File: src/rtl/cpu_defs.sv
// Shared definitions for the multi-cycle MIPS control path: opcodes, functs,
// state encoding, PC-source / ALU-op encodings and small decode helpers.
package cpu_defs;

  typedef enum logic [2:0] {
    S_FETCH     = 3'd0,
    S_DECODE    = 3'd1,
    S_EXECUTE   = 3'd2,
    S_MEM       = 3'd3,
    S_WRITEBACK = 3'd4
  } state_e;

  localparam logic [5:0] OP_RTYPE = 6'b000000;
  localparam logic [5:0] OP_J     = 6'b000010;
  localparam logic [5:0] OP_JAL   = 6'b000011;
  localparam logic [5:0] OP_BEQ   = 6'b000100;
  localparam logic [5:0] OP_BNE   = 6'b000101;
  localparam logic [5:0] OP_LW    = 6'b100011;
  localparam logic [5:0] OP_SW    = 6'b101011;

  localparam logic [5:0] FN_JR    = 6'b001000;

  localparam logic [1:0] PC_SRC_PLUS4  = 2'd0;
  localparam logic [1:0] PC_SRC_BRANCH = 2'd1;
  localparam logic [1:0] PC_SRC_JUMP   = 2'd2;
  localparam logic [1:0] PC_SRC_REG    = 2'd3;

  localparam logic [1:0] ALU_OP_MEM    = 2'b00;
  localparam logic [1:0] ALU_OP_BRANCH = 2'b01;
  localparam logic [1:0] ALU_OP_FUNCT  = 2'b10;

  // I/O space is the region whose upper address bits are all this value
  localparam logic IO_ADDR_HIGH_FILL = 1'b1;

  function automatic logic is_arith_i(input logic [5:0] op);
    return op[5:3] == 3'b001;
  endfunction

  function automatic logic is_shift_funct(input logic [5:0] fn);
    return (fn == 6'b000000) || (fn == 6'b000010) || (fn == 6'b000011) ||
           (fn == 6'b000100) || (fn == 6'b000110) || (fn == 6'b000111);
  endfunction

  function automatic logic is_known_op(input logic [5:0] op);
    return (op == OP_RTYPE) || is_arith_i(op) || (op == OP_LW) || (op == OP_SW) ||
           (op == OP_BEQ) || (op == OP_BNE) || (op == OP_J) || (op == OP_JAL);
  endfunction

endpackage

File: src/rtl/io_device_decoder.sv
// Combinational one-hot I/O select decoder with range check; shared with the
// bus bridge so both sides agree on which device an index addresses.
module io_device_decoder #(
  parameter int IO_DEVICE_COUNT = 16
) (
  input  logic [3:0]                 iIndex,
  input  logic                       iRead,
  input  logic                       iWrite,
  output logic [IO_DEVICE_COUNT-1:0] oIoRead,
  output logic [IO_DEVICE_COUNT-1:0] oIoWrite,
  output logic                       oInRange
);

  logic [IO_DEVICE_COUNT-1:0] sel;

  always_comb begin
    sel = '0;
    for (int i = 0; i < IO_DEVICE_COUNT; i++) begin
      sel[i] = (iIndex == 4'(i));
    end
  end

  // An index past the last device matches no select bit
  assign oInRange = |sel;
  assign oIoRead  = iRead  ? sel : '0;
  assign oIoWrite = iWrite ? sel : '0;

endmodule

File: src/rtl/multi_cycle_controller.sv
// Multi-cycle MIPS control unit: FETCH/DECODE/EXECUTE/MEM/WRITEBACK sequencing
// with ready-handshake stalls, memory-mapped I/O selects and access timeout.
module multi_cycle_controller
  import cpu_defs::*;
#(
  parameter int ADDR_HIGH_WIDTH = 22,
  parameter int IO_DEVICE_COUNT = 16,
  parameter int TIMEOUT_CYCLES  = 255,
  parameter int TIMEOUT_WIDTH   = 8
) (
  input  logic                       iClk,
  input  logic                       iRst,
  input  logic [5:0]                 iOperationCode,
  input  logic [5:0]                 iFunctionCode,
  input  logic                       iAluZero,
  input  logic [ADDR_HIGH_WIDTH-1:0] iAluResultHigh,
  input  logic [3:0]                 iAluResult7to4,
  input  logic                       iMemReady,
  output logic                       oInstrRead,
  output logic                       oIrWrite,
  output logic                       oPcWrite,
  output logic [1:0]                 oPcSource,
  output logic                       oDoMemoryRead,
  output logic                       oDoMemoryWrite,
  output logic [IO_DEVICE_COUNT-1:0] oIoRead,
  output logic [IO_DEVICE_COUNT-1:0] oIoWrite,
  output logic                       oDoWriteReg,
  output logic                       oIsRdOrRtWritten,
  output logic                       oIsLinkWrite,
  output logic                       oIsRegFromMemOrIo,
  output logic                       oIsAluSource2FromImm,
  output logic                       oIsShift,
  output logic [1:0]                 oAluOp,
  output logic                       oBusError,
  output logic                       oIllegalOp,
  output logic [2:0]                 oState
);

  state_e                   state_q, state_d;
  logic [5:0]               op_q, op_d;
  logic [5:0]               fn_q, fn_d;
  logic [TIMEOUT_WIDTH-1:0] cnt_q, cnt_d;

  logic                       is_lw, is_sw, is_io;
  logic                       io_rd_req, io_wr_req, io_in_range;
  logic                       timeout_hit;
  logic [IO_DEVICE_COUNT-1:0] io_rd, io_wr;

  assign is_lw       = (op_q == OP_LW);
  assign is_sw       = (op_q == OP_SW);
  assign is_io       = (iAluResultHigh == {ADDR_HIGH_WIDTH{IO_ADDR_HIGH_FILL}});
  assign io_rd_req   = (state_q == S_MEM) && is_io && is_lw;
  assign io_wr_req   = (state_q == S_MEM) && is_io && is_sw;
  assign timeout_hit = (cnt_q == TIMEOUT_WIDTH'(TIMEOUT_CYCLES));

  io_device_decoder #(
    .IO_DEVICE_COUNT(IO_DEVICE_COUNT)
  ) u_io_dec (
    .iIndex  (iAluResult7to4),
    .iRead   (io_rd_req),
    .iWrite  (io_wr_req),
    .oIoRead (io_rd),
    .oIoWrite(io_wr),
    .oInRange(io_in_range)
  );

  always_ff @(posedge iClk or posedge iRst) begin
    if (iRst) begin
      state_q <= S_FETCH;
      op_q    <= '0;
      fn_q    <= '0;
      cnt_q   <= '0;
    end else begin
      state_q <= state_d;
      op_q    <= op_d;
      fn_q    <= fn_d;
      cnt_q   <= cnt_d;
    end
  end

  always_comb begin
    state_d              = state_q;
    op_d                 = op_q;
    fn_d                 = fn_q;
    cnt_d                = '0;
    oInstrRead           = 1'b0;
    oIrWrite             = 1'b0;
    oPcWrite             = 1'b0;
    oPcSource            = PC_SRC_PLUS4;
    oDoMemoryRead        = 1'b0;
    oDoMemoryWrite       = 1'b0;
    oIoRead              = '0;
    oIoWrite             = '0;
    oDoWriteReg          = 1'b0;
    oIsRdOrRtWritten     = 1'b0;
    oIsLinkWrite         = 1'b0;
    oIsRegFromMemOrIo    = 1'b0;
    oIsAluSource2FromImm = 1'b0;
    oIsShift             = 1'b0;
    oAluOp               = ALU_OP_MEM;
    oBusError            = 1'b0;
    oIllegalOp           = 1'b0;
    oState               = state_q;

    case (state_q)
      S_FETCH: begin
        oInstrRead = 1'b1;
        if (iMemReady) begin
          oIrWrite  = 1'b1;
          oPcWrite  = 1'b1;
          op_d      = iOperationCode;
          fn_d      = iFunctionCode;
          state_d   = S_DECODE;
        end else if (timeout_hit) begin
          // PC was not advanced, so staying in FETCH retries the same address
          oBusError = 1'b1;
        end else begin
          cnt_d = cnt_q + 1'b1;
        end
      end

      S_DECODE: begin
        if (is_known_op(op_q)) begin
          state_d = S_EXECUTE;
        end else begin
          oIllegalOp = 1'b1;
          state_d    = S_FETCH;
        end
      end

      S_EXECUTE: begin
        oIsAluSource2FromImm = is_arith_i(op_q) || is_lw || is_sw;
        if (op_q == OP_RTYPE) begin
          oAluOp   = ALU_OP_FUNCT;
          oIsShift = is_shift_funct(fn_q);
          if (fn_q == FN_JR) begin
            oPcWrite  = 1'b1;
            oPcSource = PC_SRC_REG;
            state_d   = S_FETCH;
          end else begin
            state_d = S_WRITEBACK;
          end
        end else if (is_arith_i(op_q)) begin
          oAluOp  = ALU_OP_FUNCT;
          state_d = S_WRITEBACK;
        end else if (is_lw || is_sw) begin
          state_d = S_MEM;
        end else if ((op_q == OP_BEQ) || (op_q == OP_BNE)) begin
          oAluOp    = ALU_OP_BRANCH;
          oPcWrite  = (op_q == OP_BEQ) ? iAluZero : !iAluZero;
          oPcSource = PC_SRC_BRANCH;
          state_d   = S_FETCH;
        end else begin
          oPcWrite     = 1'b1;
          oPcSource    = PC_SRC_JUMP;
          oDoWriteReg  = (op_q == OP_JAL);
          oIsLinkWrite = (op_q == OP_JAL);
          state_d      = S_FETCH;
        end
      end

      S_MEM: begin
        oDoMemoryRead  = is_lw && !is_io;
        oDoMemoryWrite = is_sw && !is_io;
        oIoRead        = io_rd;
        oIoWrite       = io_wr;
        // A nonexistent device can never answer, so its ready is not trusted
        if (iMemReady && (!is_io || io_in_range)) begin
          state_d = is_lw ? S_WRITEBACK : S_FETCH;
        end else if (timeout_hit) begin
          oBusError = 1'b1;
          state_d   = S_FETCH;
        end else begin
          cnt_d = cnt_q + 1'b1;
        end
      end

      S_WRITEBACK: begin
        oDoWriteReg       = 1'b1;
        oIsRdOrRtWritten  = (op_q == OP_RTYPE);
        oIsRegFromMemOrIo = is_lw;
        state_d           = S_FETCH;
      end

      default: state_d = S_FETCH;
    endcase

    if (iRst) begin
      oInstrRead           = 1'b0;
      oIrWrite             = 1'b0;
      oPcWrite             = 1'b0;
      oPcSource            = PC_SRC_PLUS4;
      oDoMemoryRead        = 1'b0;
      oDoMemoryWrite       = 1'b0;
      oIoRead              = '0;
      oIoWrite             = '0;
      oDoWriteReg          = 1'b0;
      oIsRdOrRtWritten     = 1'b0;
      oIsLinkWrite         = 1'b0;
      oIsRegFromMemOrIo    = 1'b0;
      oIsAluSource2FromImm = 1'b0;
      oIsShift             = 1'b0;
      oAluOp               = ALU_OP_MEM;
      oBusError            = 1'b0;
      oIllegalOp           = 1'b0;
      oState               = 3'd0;
    end
  end

endmodule

File: config.mk
export PLATFORM = sky130hd
export DESIGN_NAME = multi_cycle_controller
export DESIGN_NICKNAME = d
export VERILOG_FILES = /design/src/rtl/cpu_defs.sv /design/src/rtl/io_device_decoder.sv /design/src/rtl/multi_cycle_controller.sv
export SDC_FILE = /design/constraint.sdc
export NUM_CORES = 1
export LEC_CHECK = 0
export BUFFER_PORTS_ARGS = -buffer_cell sky130_fd_sc_hd__buf_4
export CAP_MARGIN = 20
export CORE_MARGIN = 2
export CORE_UTILIZATION = 45
export DETAILED_ROUTE_END_ITERATION = 7
export PLACE_DENSITY_LB_ADDON = 0.08
export RECOVER_POWER = 50
export SLEW_MARGIN = 40
export SYNTH_ARGS = -nofsm -noshare
export SYNTH_HDL_FRONTEND = slang
export SYNTH_HIERARCHICAL = 1
export SYNTH_SLANG_ARGS = --single-unit
File: constraint.sdc
create_clock -name iClk -period 3.2 [get_ports iClk]
set_input_delay 0.32 -clock iClk [delete_from_list [all_inputs] [get_ports iClk]]
set_output_delay 0.32 -clock iClk [all_outputs]
set_load 0.005 [all_outputs]
* After elaboration in Yosys (flattened, before gate mapping)
Cells that the tools add are included.
** Cells by class
- Add/subtract/negate cells :: 1
- Equality and inequality tests :: 36
- Reduce and logical (&&, ||, !) cells :: 32
- Mux-type cells :: 76
** Operator list (count)
- two-way mux 16 bit :: 6
- two-way mux 1 bit :: 41
- == test 4 bit, second input constant :: 8
- == test 6 x 3 -> 1 bit, second input constant :: 5
- two-way mux 2 bit :: 13
- == test 6 x 2 -> 1 bit, second input constant :: 4
- two-way mux 3 bit :: 8
- two-way mux 8 bit :: 3
- == test 22 bit, second input constant :: 1
- logical OR 1 bit :: 17
- == test 4 x 3 -> 1 bit, second input constant :: 4
- case mux 8 bit (2 select lines) :: 1
- OR reduction 16 bit :: 1
- == test 6 bit, second input constant :: 2
- logical NOT 6 bit :: 2
- case mux 3 bit (4 select lines) :: 1
- adder 8 x 1 -> 8 bit, second input constant :: 1
- == test 4 x 2 -> 1 bit, second input constant :: 2
- == test 8 bit, second input constant :: 1
- == test 3 x 1 -> 1 bit, second input constant :: 2
- == test 3 x 2 -> 1 bit, second input constant :: 2
- == test 6 x 4 -> 1 bit, second input constant :: 1
- logical AND 1 bit :: 6
- case mux 1 bit (2 select lines) :: 3
- other kinds (8) :: 10
** Storage, ports and cells
- Output and inout port bits :: 52
- Input bits :: 42
- Register bits after elaboration :: 23

* Logic depth before layout (Yosys ltp)
- Word-level depth :: 11
- Depth in mapped cells :: 8
- Gate-level depth less buffers :: 7

* By module
The synthesis kept the hierarchy.
** Modules (own cells, without submodules)
- multi_cycle_controller :: area an instance 1685.4 um^2, cells an instance 203, instances 1
- io_device_decoder :: area an instance 229.0 um^2, cells an instance 49, instances 1

* Least setup slack after synthesis
OpenSTA, ideal clock, no wires.
- Path type :: register to output
- Start point :: reg op_q[4]
- End point :: out oIoRead[3]
- Cell stages (with the launch flop) :: 8
- Arrival :: 2.060 ns
- Slack :: 0.820 ns
- Path buffers :: 0
- Data required time :: 2.880 ns
- Cell sequence :: dfrtp_1 -> nand2b_1 -> or3_1 -> or3_1 -> nor2_1 -> or3b_4 -> nor2_1 -> and3_1
** Between the ends
- Word-level cells in the longest chain between the ends :: 5
** RTL lines
- from (decl) :: RTL line multi_cycle_controller.sv:40 : logic [5:0] op_q, op_d;
- from (signal assigned) :: RTL line multi_cycle_controller.sv:75 : op_q <= op_d;
- == test 6 bit :: RTL line multi_cycle_controller.sv:49 : assign is_lw = (op_q == OP_LW);
- logical AND 1 bit :: RTL line multi_cycle_controller.sv:52 : assign io_rd_req = (state_q == S_MEM) && is_io && is_lw;
- net io_rd_req :: RTL line multi_cycle_controller.sv:45 : logic io_rd_req, io_wr_req, io_in_range;
- two-way mux 16 bit :: RTL line io_device_decoder.sv:25 : assign oIoRead = iRead ? sel : '0;
- net io_rd[3] :: RTL line multi_cycle_controller.sv:47 : logic [IO_DEVICE_COUNT-1:0] io_rd, io_wr;
- two-way mux 16 bit :: RTL line multi_cycle_controller.sv:105 : case (state_q)
- two-way mux 16 bit :: RTL line multi_cycle_controller.sv:188 : if (iRst) begin
- to (decl) :: RTL line multi_cycle_controller.sv:25 : output logic [IO_DEVICE_COUNT-1:0] oIoRead,
The timed path passes the listed nets, and every way through them passes these cells.

* Worst setup path in the final report
- Start point :: reg op_q[0]
- End point :: out oIoRead[2]
Same word-level chain as after synthesis.

==> metrics <==
Placer Congestion 0.936; skew final 0.00134 ns; peak supply drop 0.000432 V; Reg-to-Reg End op_q[3]; worst slew pin tran 1.42 ns; area of the multi-input gates 1220 µm²; Num CTS Buffers 3; Post-Synth Adder-Cell Area 0.654%; core outline area 4060 µm²; fraction of registers with async set/reset 100%; simple logic cell fraction of the synthesized area 45.8%; critical-path maximum fanout 5; Slew Viols, Final 0; first-pass GRT wire length 8.60 mm; EDFF count, synth 0; n_diodes 0; hold buffers post-CTS 0; IO Port Bufs 93; Setup CP Type flip-flop to output pin; Die W 69.2 µm; FF+latch area 576 µm²; fin nets 382; first-pass iteration count of the detailed router 4; residual DRC count 0; final instance area 2650 µm²; Clk Latency, worst-skew pair 0.27 ns; H-tree Lvls 1; fillers 374; Syn Std Cell Area 1910 µm²; post-cts repair resize count 0; Total GRT Usage 21.6%; clock sink count 23; Syn-to-layout area delta 38.4%; initial core utilization 47.2%; TritonCTS clock tree done; Relative slew margins 4.52%; min-delay src iFunctionCode[0]; CP arrival 2.63 ns; Total Die Area 4790 µm²; Hold EP fn_q[0]; CTS root buf clkbuf_8; DR vias 2080; PwrDens 478 nW/µm²; pin count of the biggest net entering global routing 35; # Post-CTS Setup Buffers 0; Post-Place Cell Area 2630 µm²; main area contributors after synthesis dfrtp_1, and3_1, nor2_1, mux2_2, nand2_1; routed len/inst 13.8 µm; Worst Path Required 2.88 ns; top-area cell type share of the netlist area 30.1%; Crit. End Element output pin; count of different cell masters after synthesis 45; mux cell area share after synthesis 5.29%; Reg2Reg Setup Slack 0.54 ns; dpl hpwl 4.14 mm; sequential area share after synthesis 30.1%; Final TNS setup 0 ns; synthesized instance count 252; Hold Path Depth 3; ys flop type dfrtp_1; final WL 5.34 mm; remaining antenna violation count after routing 0; final hold vios 0; grt ovf 0; Clock Pin Slew Worst Setup and Hold Paths 0.08 ns; Max-Cap Viols 0; Boundary Pins 94; syn_area_per_cell 7.60 µm²; final setup fails 0; vias per inst 5.36; minimum clock period 2.95 ns; syn nets 295; row cnt 23; vias in the first global route 1851; DIE HEIGHT 69.2 µm; Synth Register Bits 23; share of layout cells above drive strength 1 34.3%; R2R Path Start state_q[2]; main combinational cell family by area after synthesis simple AND/OR/NAND/NOR gates; Post-Synth XOR/XNOR Area 3.20%; CTS max path bufs 2; Hold Crit Class primary input to flip-flop; initial antenna violation count 0; compound-gate portion of the synthesized area 9.74%; Starting DRT DRC Count 115; Startpoint Class flip-flop; crit share post-route 92.1%; R2R cell count 3; Lkg Pwr 1.32 nW; Yosys Warn Count 6; cell accounting for the most synthesized area dfrtp_1; status complete, no violations; RSZ-0062 raised after global routing false; maximum clock rate 0.339 GHz
## per-stage QoR
stage | setup WS, ns | cells | util, % | power (mW) | hold slack, ns
after global routing | 0.101 | 388 | 65.3 | 1.37 | 0.265
after detailed placement | 0.589 | 384 | 64.9 | 1.10 | 0.420
final | 0.254 | 388 | 65.3 | 1.27 | 0.245
after global placement | 0.638 | 384 | 64.9 | 1.09 | 0.492
after CTS | 0.281 | 388 | 66.1 | 1.29 | 0.125
after floorplan | 0.820 | 252 | - | 0.921 | 0.322
## report_power, final
part	switching [mW]	total, mW	internal (mW)
sequential	0.129	0.519	0.391
clock	0.0971	0.184	0.0873
combinational	0.305	0.562	0.257
## worst max-delay path, stage by stage, from the launching register on
cell	delay, ns
dfrtp_1	0.45
nand2_1	0.15
or3_1	0.38
or3_1	0.36
nor2_1	0.23
or3b_4	0.44
nor2_1	0.09
and3_1	0.15
buf_4	0.11
## Yosys cell counts (5+ instances only)
library cell,number
nor2_1,49
and3_1,34
dfrtp_1,23
nand2_1,17
clkbuf_1,10
mux2_2,9
nand4_1,9
nand3_1,8
nor3_1,8
a21oi_1,7
inv_1,7
o21ai_0,7
a211oi_1,6
xor2_1,6
nand2b_1,5
nand3b_1,5
## worst max-delay path by stage
| stage | startpoint | endpoint | slack, ns | cells after the start |
|---|---|---|---|---|
| 2_1_floorplan | op_q[4] | oIoRead[3] | 0.82 | 7 |
| 5_1_grt | op_q[4] | oIoRead[0] | 0.10 | 8 |
| 6_report | op_q[0] | oIoRead[2] | 0.25 | 8 |
| 3_3_place_gp | op_q[4] | oIoRead[2] | 0.64 | 8 |
| 4_1_cts | op_q[4] | oIoRead[2] | 0.28 | 8 |
| 3_5_place_dp | op_q[4] | oIoRead[2] | 0.59 | 8 |
## routing by layer
metal / global-route usage (%) / part of all wire [%] / vias up
met5: 0 / 0 / -
met4: 6.75 / 1.3 / 0
met3: 4.22 / 7.9 / 7
met2: 34.1 / 45 / 86
met1: 29.8 / 46 / 923
li1: - / - / 1064
## placed cells by master, fill, tap and decap left out, drive strengths merged, types with 2 or more instances in the layout
| cell | synthesis | layout |
|---|---|---|
| buf | 5 | 91 |
| nor2 | 49 | 49 |
| and3 | 34 | 34 |
| dfrtp | 23 | 23 |
| nand2 | 17 | 17 |
| nand4 | 9 | 9 |
| o21ai | 9 | 9 |
| mux2 | 9 | 9 |
| clkbuf | 10 | 9 |
| nor3 | 8 | 8 |
| nand3 | 8 | 8 |
| inv | 7 | 7 |
| a21oi | 7 | 7 |
| xor2 | 6 | 6 |
| a211oi | 6 | 6 |
| nand3b | 5 | 5 |
| nand2b | 5 | 5 |
| nor2b | 4 | 4 |
| nor4 | 4 | 4 |
| and2 | 3 | 3 |
| or3 | 3 | 3 |
| or2 | 3 | 3 |
| and4 | 2 | 2 |
| o211ai | 2 | 2 |
| or3b | 2 | 2 |
## cell families (layout without fill, tap and decap cells)
group,Yosys count,after routing
compound gates,29,29
xor+xnor,7,7
fa+ha+maj,1,1
buf+inv,22,108
flops,23,23
mux,9,9
other cells,1,1
simple gates,160,160
## final cells by class
cell class	instances	share of cell area [%]
Sequential cell	23	21.7
Clock inverter	1	0.189
Multi-Input combinational cell	207	46.1
Tap cell	50	2.36
Inverter	7	0.992
Timing Repair Buffer	97	27.1
Clock buffer	3	1.56
## registers in the layout (all words and copies together), names as in the netlist
name / count
cnt_q: 8
op_q: 6
fn_q: 6
state_q: 3
(Power assumes the default switching activity.)
